## config.mk

```make
export PLATFORM = sky130hd
export DESIGN_NAME = pipe_ctrl
export DESIGN_NICKNAME = d
export VERILOG_FILES = /design/src/rtl/pipe_ctrl.sv
export SDC_FILE = /design/constraint.sdc
export NUM_CORES = 1
export LEC_CHECK = 0
export ABC_AREA = 1
export BUFFER_PORTS_ARGS = -buffer_cell sky130_fd_sc_hd__buf_2
export CORE_ASPECT_RATIO = 1.2
export CORE_MARGIN = 5
export CORE_UTILIZATION = 49
export CTS_BUF_LIST = sky130_fd_sc_hd__clkbuf_8
export CTS_CLUSTER_SIZE = 16
export DETAILED_ROUTE_END_ITERATION = 6
export GPL_ROUTABILITY_DRIVEN = 0
export PLACE_DENSITY = 0.77
export SYNTH_ARGS = -nofsm -noshare
export SYNTH_HDL_FRONTEND = slang
export SYNTH_SLANG_ARGS = --single-unit
```

## constraint.sdc

```tcl
create_clock -name clk -period 1.6 [get_ports clk]
set_input_delay 0.32 -clock clk [delete_from_list [all_inputs] [get_ports clk]]
set_output_delay 0.32 -clock clk [all_outputs]
set_load 0.1 [all_outputs]
```

## src/rtl/pipe_ctrl.sv

```systemverilog
// pipe_ctrl: hazard and sequencing control for the 5-stage RV32I pipeline.
//
// Tracks the destination-register state {v, rd, wr_n, ld} of the EX (_p0),
// MEM (_p1) and WB (_p2) slots. From that state and the decoded ID
// instruction it drives the pipeline write enables, detects load-use stalls,
// applies branch/jump flushes and data-memory freezes, and registers the EX
// operand forwarding selects.
//
// Ports:
//   clk, rst_n            clock, synchronous active-low reset
//   id_valid              IF/ID holds a real instruction
//   id_rs1/id_rs2         ID source registers, id_use_rs1/id_use_rs2 read flags
//   id_rd, id_wr_reg_n    ID destination and its active-low write flag
//   id_opcode             ID opcode (load = 7'b0000011)
//   ex_br_taken           control transfer in EX redirects the PC
//   dmem_busy             MEM-stage data access not complete
//   pc_we, if_id_we       PC and IF/ID write enables
//   if_id_flush           IF/ID loads a bubble
//   id_ex_bubble          ID/EX loads a bubble instead of ID contents
//   ex_valid/mem_valid/wb_valid  slot valid bits
//   fwd_a/fwd_b           EX operand selects: 00 regfile, 01 MEM, 10 WB
//   stall_cnt             saturating count of load-use stall cycles
module pipe_ctrl #(
  parameter int CNT_W = 16
) (
  input  logic             clk,
  input  logic             rst_n,
  input  logic             id_valid,
  input  logic [4:0]       id_rs1,
  input  logic [4:0]       id_rs2,
  input  logic             id_use_rs1,
  input  logic             id_use_rs2,
  input  logic [4:0]       id_rd,
  input  logic             id_wr_reg_n,
  input  logic [6:0]       id_opcode,
  input  logic             ex_br_taken,
  input  logic             dmem_busy,
  output logic             pc_we,
  output logic             if_id_we,
  output logic             if_id_flush,
  output logic             id_ex_bubble,
  output logic             ex_valid,
  output logic             mem_valid,
  output logic             wb_valid,
  output logic [1:0]       fwd_a,
  output logic [1:0]       fwd_b,
  output logic [CNT_W-1:0] stall_cnt
);

  localparam logic [6:0] OP_LOAD = 7'b0000011;

  typedef enum logic [1:0] {
    M_NORMAL,
    M_FREEZE,
    M_FLUSH,
    M_STALL
  } mode_t;

  // Slot state: _p0 = EX, _p1 = MEM, _p2 = WB
  logic             v_p0, v_p1, v_p2;
  logic [4:0]       rd_p0, rd_p1, rd_p2;
  logic             wr_n_p0, wr_n_p1, wr_n_p2;
  logic             ld_p0, ld_p1, ld_p2;
  logic [1:0]       fwd_a_p0, fwd_b_p0;
  logic [CNT_W-1:0] stall_cnt_r;

  mode_t      mode;
  logic       load_use;
  logic [1:0] fwd_a_nxt, fwd_b_nxt;

  // A slot produces register r only if it is live, writes, and r is not x0.
  function automatic logic hit(input logic v, input logic wr_n,
                               input logic [4:0] rd, input logic [4:0] r);
    return v && !wr_n && (rd != 5'd0) && (rd == r);
  endfunction

  function automatic logic [CNT_W-1:0] sat_inc(input logic [CNT_W-1:0] c);
    return (&c) ? c : c + CNT_W'(1);
  endfunction

  // Youngest producer (EX, forwarded from MEM next cycle) wins over MEM.
  function automatic logic [1:0] fwd_sel(input logic use_r, input logic [4:0] r,
                                         input logic ex_hit, input logic mem_hit);
    if (use_r && ex_hit)       return 2'b01;
    else if (use_r && mem_hit) return 2'b10;
    else                       return 2'b00;
  endfunction

  always_comb begin
    load_use = id_valid && ld_p0 &&
               ((id_use_rs1 && hit(v_p0, wr_n_p0, rd_p0, id_rs1)) ||
                (id_use_rs2 && hit(v_p0, wr_n_p0, rd_p0, id_rs2)));

    if (dmem_busy)        mode = M_FREEZE;
    else if (ex_br_taken) mode = M_FLUSH;
    else if (load_use)    mode = M_STALL;
    else                  mode = M_NORMAL;

    fwd_a_nxt = fwd_sel(id_use_rs1, id_rs1,
                        hit(v_p0, wr_n_p0, rd_p0, id_rs1),
                        hit(v_p1, wr_n_p1, rd_p1, id_rs1));
    fwd_b_nxt = fwd_sel(id_use_rs2, id_rs2,
                        hit(v_p0, wr_n_p0, rd_p0, id_rs2),
                        hit(v_p1, wr_n_p1, rd_p1, id_rs2));
  end

  always_comb begin
    pc_we        = 1'b0;
    if_id_we     = 1'b0;
    if_id_flush  = 1'b0;
    id_ex_bubble = 1'b1;
    if (rst_n) begin
      unique case (mode)
        M_FREEZE: id_ex_bubble = 1'b0;
        M_FLUSH: begin
          pc_we       = 1'b1;
          if_id_we    = 1'b1;
          if_id_flush = 1'b1;
        end
        M_STALL: id_ex_bubble = 1'b1;
        default: begin
          pc_we        = 1'b1;
          if_id_we     = 1'b1;
          id_ex_bubble = 1'b0;
        end
      endcase
    end
  end

  always_ff @(posedge clk) begin
    if (!rst_n) begin
      v_p0 <= 1'b0; rd_p0 <= 5'd0; wr_n_p0 <= 1'b1; ld_p0 <= 1'b0;
      v_p1 <= 1'b0; rd_p1 <= 5'd0; wr_n_p1 <= 1'b1; ld_p1 <= 1'b0;
      v_p2 <= 1'b0; rd_p2 <= 5'd0; wr_n_p2 <= 1'b1; ld_p2 <= 1'b0;
      fwd_a_p0    <= 2'b00;
      fwd_b_p0    <= 2'b00;
      stall_cnt_r <= '0;
    end else if (mode != M_FREEZE) begin
      // ---- MEM -> WB ----
      v_p2 <= v_p1; rd_p2 <= rd_p1; wr_n_p2 <= wr_n_p1; ld_p2 <= ld_p1;
      // ---- EX -> MEM ----
      v_p1 <= v_p0; rd_p1 <= rd_p0; wr_n_p1 <= wr_n_p0; ld_p1 <= ld_p0;
      // ---- ID -> EX ----
      if (mode == M_NORMAL) begin
        v_p0     <= id_valid;
        rd_p0    <= id_rd;
        wr_n_p0  <= id_wr_reg_n;
        ld_p0    <= (id_opcode == OP_LOAD);
        fwd_a_p0 <= fwd_a_nxt;
        fwd_b_p0 <= fwd_b_nxt;
      end else begin
        v_p0     <= 1'b0;
        rd_p0    <= 5'd0;
        wr_n_p0  <= 1'b1;
        ld_p0    <= 1'b0;
        fwd_a_p0 <= 2'b00;
        fwd_b_p0 <= 2'b00;
      end
      if (mode == M_STALL) stall_cnt_r <= sat_inc(stall_cnt_r);
    end
  end

  assign ex_valid  = v_p0;
  assign mem_valid = v_p1;
  assign wb_valid  = v_p2;
  assign fwd_a     = fwd_a_p0;
  assign fwd_b     = fwd_b_p0;
  assign stall_cnt = stall_cnt_r;

endmodule

```

==> flow_summary.ini, run 1 <==
[cells_and_area]
antenna_cells = 0
fin_area_mm2 = 0.00326
nFillCells = 283
area_growth_syn_to_layout_pct = 58.3
stdcell_count = 476
final_nets = 452
drive_gt1_share_pct = 46.9

[synthesis]
synth_cells = 324
synth_fp_nets = 355
ys_seq_area_share_pct = 35.0
yosys-top-cells-area = dfxtp_1, nand2_1, a21oi_1
yosys_register_bits = 36
synth_top_area_share_pct = 35.0
synth_top_cells_by_count = nand2_1, nor2_1, a21oi_1, dfxtp_1, inv_1
ys_warn_count = 0
yosys_most_used_dff = dfxtp_1
syn-cell-area_mm2 = 0.00206
avgSynthCellArea_um2 = 6.36
synth.most_common_cell = nand2_1
yosys.cell_types.count = 28
synth_top_area_cell = dfxtp_1
synth_edf_count = 0
async_reset_ff_share_pct = 0

[worst_setup_path]
path_cells = nor2_4 > nand3_2 > nand2_2 > inv_2 > nand3_2 > nand2_4 > nand2_4 > nand2_4 > a21oi_4 > buf_12
cp_slowest_stage_delay_ns = 0.39
critPathBufInv = 2
worstSetupEndpointType = output port
required_ns = 1.28
crit_fanout = 7
rrSetupSlack_ns = -0.41
cp_common_cell = nand2_4
slowest_stage = dfxtp_4
cp.arrival_ns = 1.79
cp-start-kind = flop
crit_family = simple AND/OR/NAND/NOR gates
critPathKind = reg2out

[sta]
whs_ns = 0.273
hold_viol_final = 0
worstMarginPinSlew_ns = 0.527
rsz0062_at_grt = true
fin_ws_ns = -0.509
fin_crit_sh_pct = 132
setup_violations = 21
slew_headroom_pct = 64.8
tns_ns = -8.08
min_period_ns = 2.11
max_freq_ghz = 0.474
slew_violations = 0
fin_skew_ns = 0.00594

[placement]
dpl_cell_area_mm2 = 0.00281
dpl.cell_count = 455
dp_hpwl_um = 4630
portBuffers = 56

[power_and_ir_drop]
total_power_w = 0.00194
comb_power_share_pct = 20.3
p_seq_share_pct = 47.6
powerDensity_mw_per_mm2 = 595
switching_share_pct = 31.4
p_int_w = 0.00133
switchingPower_w = 0.000609
p_clk_share_pct = 32.1
p_leak_nw = 1.57
irDropWorstVdd_v = 0.000507

[clock_network]
ctsHtreeMaxLevel = 2
ctsHoldBuffers = 0
insertion_delay_ns = 0.30
root_buffer = clkbuf_8
cts_tree = yes
clk_pin_slew_ns = 0.07
cts_max_path_buffers = 2
clock-sinks = 36
numCtsBuffers = 5

[status]
violations = setup timing
outcome = finished, violations left

[routing]
detail_route.iter0.violations = 164
post-route-drc-count = 0
antenna_left = 0
drtPass1Iterations = 4
via_per_inst = 5.80
drt_wl_total_um = 7790
wl_per_cell_um = 16.4
vias = 2762

[floorplanning]
start_util_pct = 51.5
fp.dieH_um = 81.1
num_io_pins = 57
dieArea_mm2 = 0.00561
rows = 25
die_w_um = 69.2
coreArea_mm2 = 0.00400

[global_routing]
grt_pass1_wl_um = 11500
grt_max_degree = 26
grt_pass1_vias = 2593
grt_overflow = 0
grt_use_total_pct = 25.7
grt_antenna_before_repair = 0

[flow_run]
cap_violations = 0

[hold_path]
hold_class = in2reg
cell type report:
type	instances	area [µm²]	share of cell area, %
inverter	39	149	4.56
clock inverter	3	11.3	0.345
sequential	36	774	23.7
timing repair buffer	105	788	24.2
clock buffer	5	68.8	2.11
multi-input combinational	234	1400	43.0
tap	54	67.6	2.07
stage by stage:
step	worst slack (ns)	utilization (%)
floorplan	-0.674	-
global placement	-0.205	70.3
detailed placement	-0.265	70.3
CTS	-0.390	77.9
global route	-0.567	81.5
finish	-0.509	81.5
registers in the layout, indices dropped and copies added (netlist names):
signal and count:
fwd_b 2, wb_valid 1, wr_n_p0 1, mem_valid 1, rd_p1 5, ex_valid 1
ld_p0 1, fwd_a 2, wr_n_p1 1, stall_cnt 16, rd_p0 5
metal layers:
layer / global-route usage [%] / part of all wire [%]
met5: 0 / 0
met4: 14.6 / 6.3
met3: 6.44 / 7.5
met2: 49.0 / 53
met1: 25.4 / 34
power groups by stage:
stage	Clock [W]	Combinational (W)	Sequential (W)
after floorplan	0	0.000201	0.000968
after global placement	0	0.000349	0.000943
after detailed placement	0	0.000354	0.000944
after CTS	0.000623	0.000362	0.000921
after global routing	0.000674	0.000420	0.000925
final	0.000623	0.000393	0.000925
logic make-up after synthesis:
family / after synthesis / synth area share [%]
AOI/OAI and AO/OA: 60 / 15.2
adders and majority gates: 1 / 0.607
xor gates and xnor gates: 1 / 0.425
DFF: 36 / 35.0
and+or+nand+nor: 172 / 37.3
buffers and inverters: 54 / 11.6
worst paths after layout:
kind | startpoint | endpoint | cells past startpoint
max | rd_p0[3] | if_id_we | 10
min | id_wr_reg_n | wr_n_p0 | 3
max reg2reg | rd_p0[3] | fwd_a[0] | 13
min reg2reg | fwd_b[1] | fwd_b[1] | 2
tightest hold or removal path, stage by stage:
cell and delay, ns:
buf_2 0.08, o21ai_0 0.08, nand2_1 0.07
what timing repair did:
item / CTS / global route
setup buffers: 10 / 3
pin swaps: 8 / 28
gates cloned: 2 / 0
endpoints found under the hold margin: 0 / 0
endpoints found under the setup margin: 20 / 31
resized for setup: 23 / 43
placed cells by master, fill, tap and decap left out:
| cell type | count |
|---|---|
| o21ai_1 | 1 |
| o21ai_2 | 2 |
| nor3b_1 | 1 |
| a21oi_1 | 19 |
| nand2_2 | 8 |
| a21oi_4 | 1 |
| inv_4 | 1 |
| inv_1 | 35 |
| buf_16 | 1 |
| dfxtp_1 | 15 |
| xor2_1 | 1 |
| buf_4 | 40 |
| nand4_1 | 16 |
| and3_1 | 1 |
| buf_6 | 4 |
| o22ai_1 | 5 |
| nor3_4 | 1 |
| a21boi_1 | 1 |
| nand2_4 | 6 |
| buf_12 | 7 |
| buf_8 | 1 |
| o21ai_0 | 15 |
| a21oi_2 | 16 |
| nor2_2 | 2 |
| nand2_1 | 58 |
| buf_2 | 52 |
| nand3_4 | 3 |
| inv_2 | 5 |
| nand3_2 | 16 |
| clkinv_1 | 1 |
| nor3b_4 | 1 |
| nor2_4 | 4 |
| dfxtp_2 | 10 |
| clkbuf_8 | 5 |
| dfxtp_4 | 11 |
| nor4_1 | 1 |
| nor2_1 | 39 |
| nor3_1 | 2 |
| ha_4 | 1 |
| nand3_1 | 13 |
No activity file was read; power rests on OpenSTA's default activity.
==> inputs of run 2 (changes only) <==
--- a/config.mk
+++ b/config.mk
@@ -11,9 +11,10 @@
 export CORE_MARGIN = 5
 export CORE_UTILIZATION = 49
-export CTS_BUF_LIST = sky130_fd_sc_hd__clkbuf_8
+export CTS_BUF_LIST = sky130_fd_sc_hd__clkbuf_2 sky130_fd_sc_hd__clkbuf_4 sky130_fd_sc_hd__clkbuf_8
 export CTS_CLUSTER_SIZE = 16
 export DETAILED_ROUTE_END_ITERATION = 6
 export GPL_ROUTABILITY_DRIVEN = 0
 export PLACE_DENSITY = 0.77
+export SKIP_CTS_REPAIR_TIMING = 1
 export SYNTH_ARGS = -nofsm -noshare
 export SYNTH_HDL_FRONTEND = slang
==> constraint.sdc (replaced) <==
create_clock -name clk -period 1.6 [get_ports clk]
set_input_delay 0 -clock clk [delete_from_list [all_inputs] [get_ports clk]]
set_output_delay 0 -clock clk [all_outputs]
set_load 0.1 [all_outputs]
==> run 2 against run 1 <==
The run ends with hold timing, setup timing left. Clock skew down 0.0021 ns. Combinational power down 12%. Setup slack better by 0.34 ns. Critical path depth unchanged. Critical path type unchanged. Critical endpoint unchanged. Largest cell class unchanged. Largest power group unchanged.
==> flow_summary.ini, run 2 (synthesized netlist as in run 1, its figures left out) <==
[sta]
slew_violations = 0
whs_ns = -0.0222
fin_skew_ns = 0.00388
max_freq_ghz = 0.566
worstMarginPinSlew_ns = 0.518
fin_crit_sh_pct = 110
slew_headroom_pct = 65.4
rsz0062_at_grt = true
setup_violations = 18
min_period_ns = 1.77
hold_viol_final = 1
fin_ws_ns = -0.166

[floorplanning]
coreArea_mm2 = 0.00400
num_io_pins = 57
fp.dieH_um = 81.1
dieArea_mm2 = 0.00561
start_util_pct = 51.5
rows = 25
die_w_um = 69.2

[hold_path]
hold_class = in2reg
min_to = rd_p0[0]
hp-start = id_rd[0]
holdPathStages = 3

[status]
violations = hold timing, setup timing
outcome = finished, violations left

[clock_network]
numCtsBuffers = 5
insertion_delay_ns = 0.29
clock-sinks = 36
cts_tree = yes
cts_max_path_buffers = 2
root_buffer = clkbuf_8
ctsHtreeMaxLevel = 2
clk_pin_slew_ns = 0.07

[cells_and_area]
largest_reg_flops = 16
final_cell_mix = nand2_1, buf_2, nor2_1
layout_commonest_cell = nand2_1
antenna_cells = 0
nFillCells = 339
seqCellArea_um2 = 769
final_nets = 432
fin_area_mm2 = 0.00298
multi_input_area_mm2 = 0.00129
drive_gt1_share_pct = 38.8
area_growth_syn_to_layout_pct = 44.4

[worst_setup_path]
cp.arrival_ns = 1.77
critPathKind = reg2out
cp-start-kind = flop
crit_fanout = 7
required_ns = 1.60
reg2reg_to = stall_cnt[15]
rrSetupSlack_ns = -0.12
worstSetupEndpointType = output port
r2r_start = rd_p0[3]
worst-r2r-cell-count = 12

[routing]
wl_per_cell_um = 12.8
detail_route.iter0.violations = 132
antenna_left = 0
vias = 2357
drtPass1Iterations = 4
post-route-drc-count = 0
drt_wl_total_um = 5850
via_per_inst = 5.17

[global_routing]
grt_overflow = 0
grt_max_degree = 26
grt_pass1_wl_um = 9380
grt_antenna_before_repair = 0
grt_use_total_pct = 20.4
grt_pass1_vias = 2146

[placement]
dpl_cell_area_mm2 = 0.00268
dp_hpwl_um = 4300
portBuffers = 56

[power_and_ir_drop]
irDropWorstVdd_v = 0.000556
p_leak_nw = 1.41
powerDensity_mw_per_mm2 = 662

[flow_run]
cap_violations = 0
[run 2: changes by cell type in the layout (fill, tap and decap cells not counted), sizes merged]
cell / change
clkbuf: +2
inv: -1
buf: -25
clkinv: -1
dlygate4sd3: +5
[run 2: how the worst max path moves through the flow]
stage | from | to | slack (ns) | cells past startpoint
2_1_floorplan | ex_valid | pc_we | -0.37 | 11
3_3_place_gp | rd_p0[3] | stall_cnt[13] | -0.12 | 12
3_5_place_dp | rd_p0[3] | stall_cnt[15] | -0.21 | 12
4_1_cts | rd_p0[3] | pc_we | -0.38 | 9
5_1_grt | rd_p0[3] | pc_we | -0.24 | 11
6_report | rd_p0[3] | if_id_we | -0.17 | 10
[run 2: layer usage]
| layer | vias to the layer above | track usage [%] | part of all wire [%] |
|---|---|---|---|
| met5 | - | 0 | 0 |
| li1 | 1216 | - | - |
| met1 | 1043 | 21.7 | 39 |
| met2 | 83 | 39.3 | 52 |
| met3 | 15 | 4.58 | 6.3 |
| met4 | 0 | 7.42 | 2.9 |
[run 2: layout make-up]
type                       count  area share [%]
clock buffer                   7            3.03
clock inverter                 1           0.210
inverter                      39            5.00
multi-input combinational    234            43.4
sequential                    36            25.9
tap                           54            2.27
timing repair buffer          85            20.3
[run 2: where the power goes]
group / switching, W / total, W / internal (W) / leakage, nW
combinational: 0.000218 / 0.000344 / 0.000126 / 1.06
clock: 0.000335 / 0.000704 / 0.000368 / 0.0522
sequential: 0.0000193 / 0.000922 / 0.000902 / 0.305
[run 2: critical path: stages, from the launching register on]
cell	delay [ns]
dfxtp_4	0.40
inv_2	0.06
o21ai_0	0.14
nor2_1	0.09
nand3_2	0.09
nand2_4	0.07
buf_12	0.13
nand2_8	0.05
nand2_4	0.05
a21oi_4	0.19
buf_12	0.20
[run 2: metrics by stage]
step / instances / util (%) / setup WS [ns] / power (W) / setup TNS, ns
5_1_grt: 456 / 74.3 / -0.239 / 0.00205 / -3.97
3_5_place_dp: 441 / 67.0 / -0.210 / 0.00127 / -2.92
6_report: 456 / 74.3 / -0.166 / 0.00197 / -1.61
4_1_cts: 449 / 69.4 / -0.385 / 0.00197 / -3.97
2_1_floorplan: 324 / - / -0.365 / 0.00116 / -5.88
3_3_place_gp: 441 / 67.0 / -0.124 / 0.00126 / -1.73
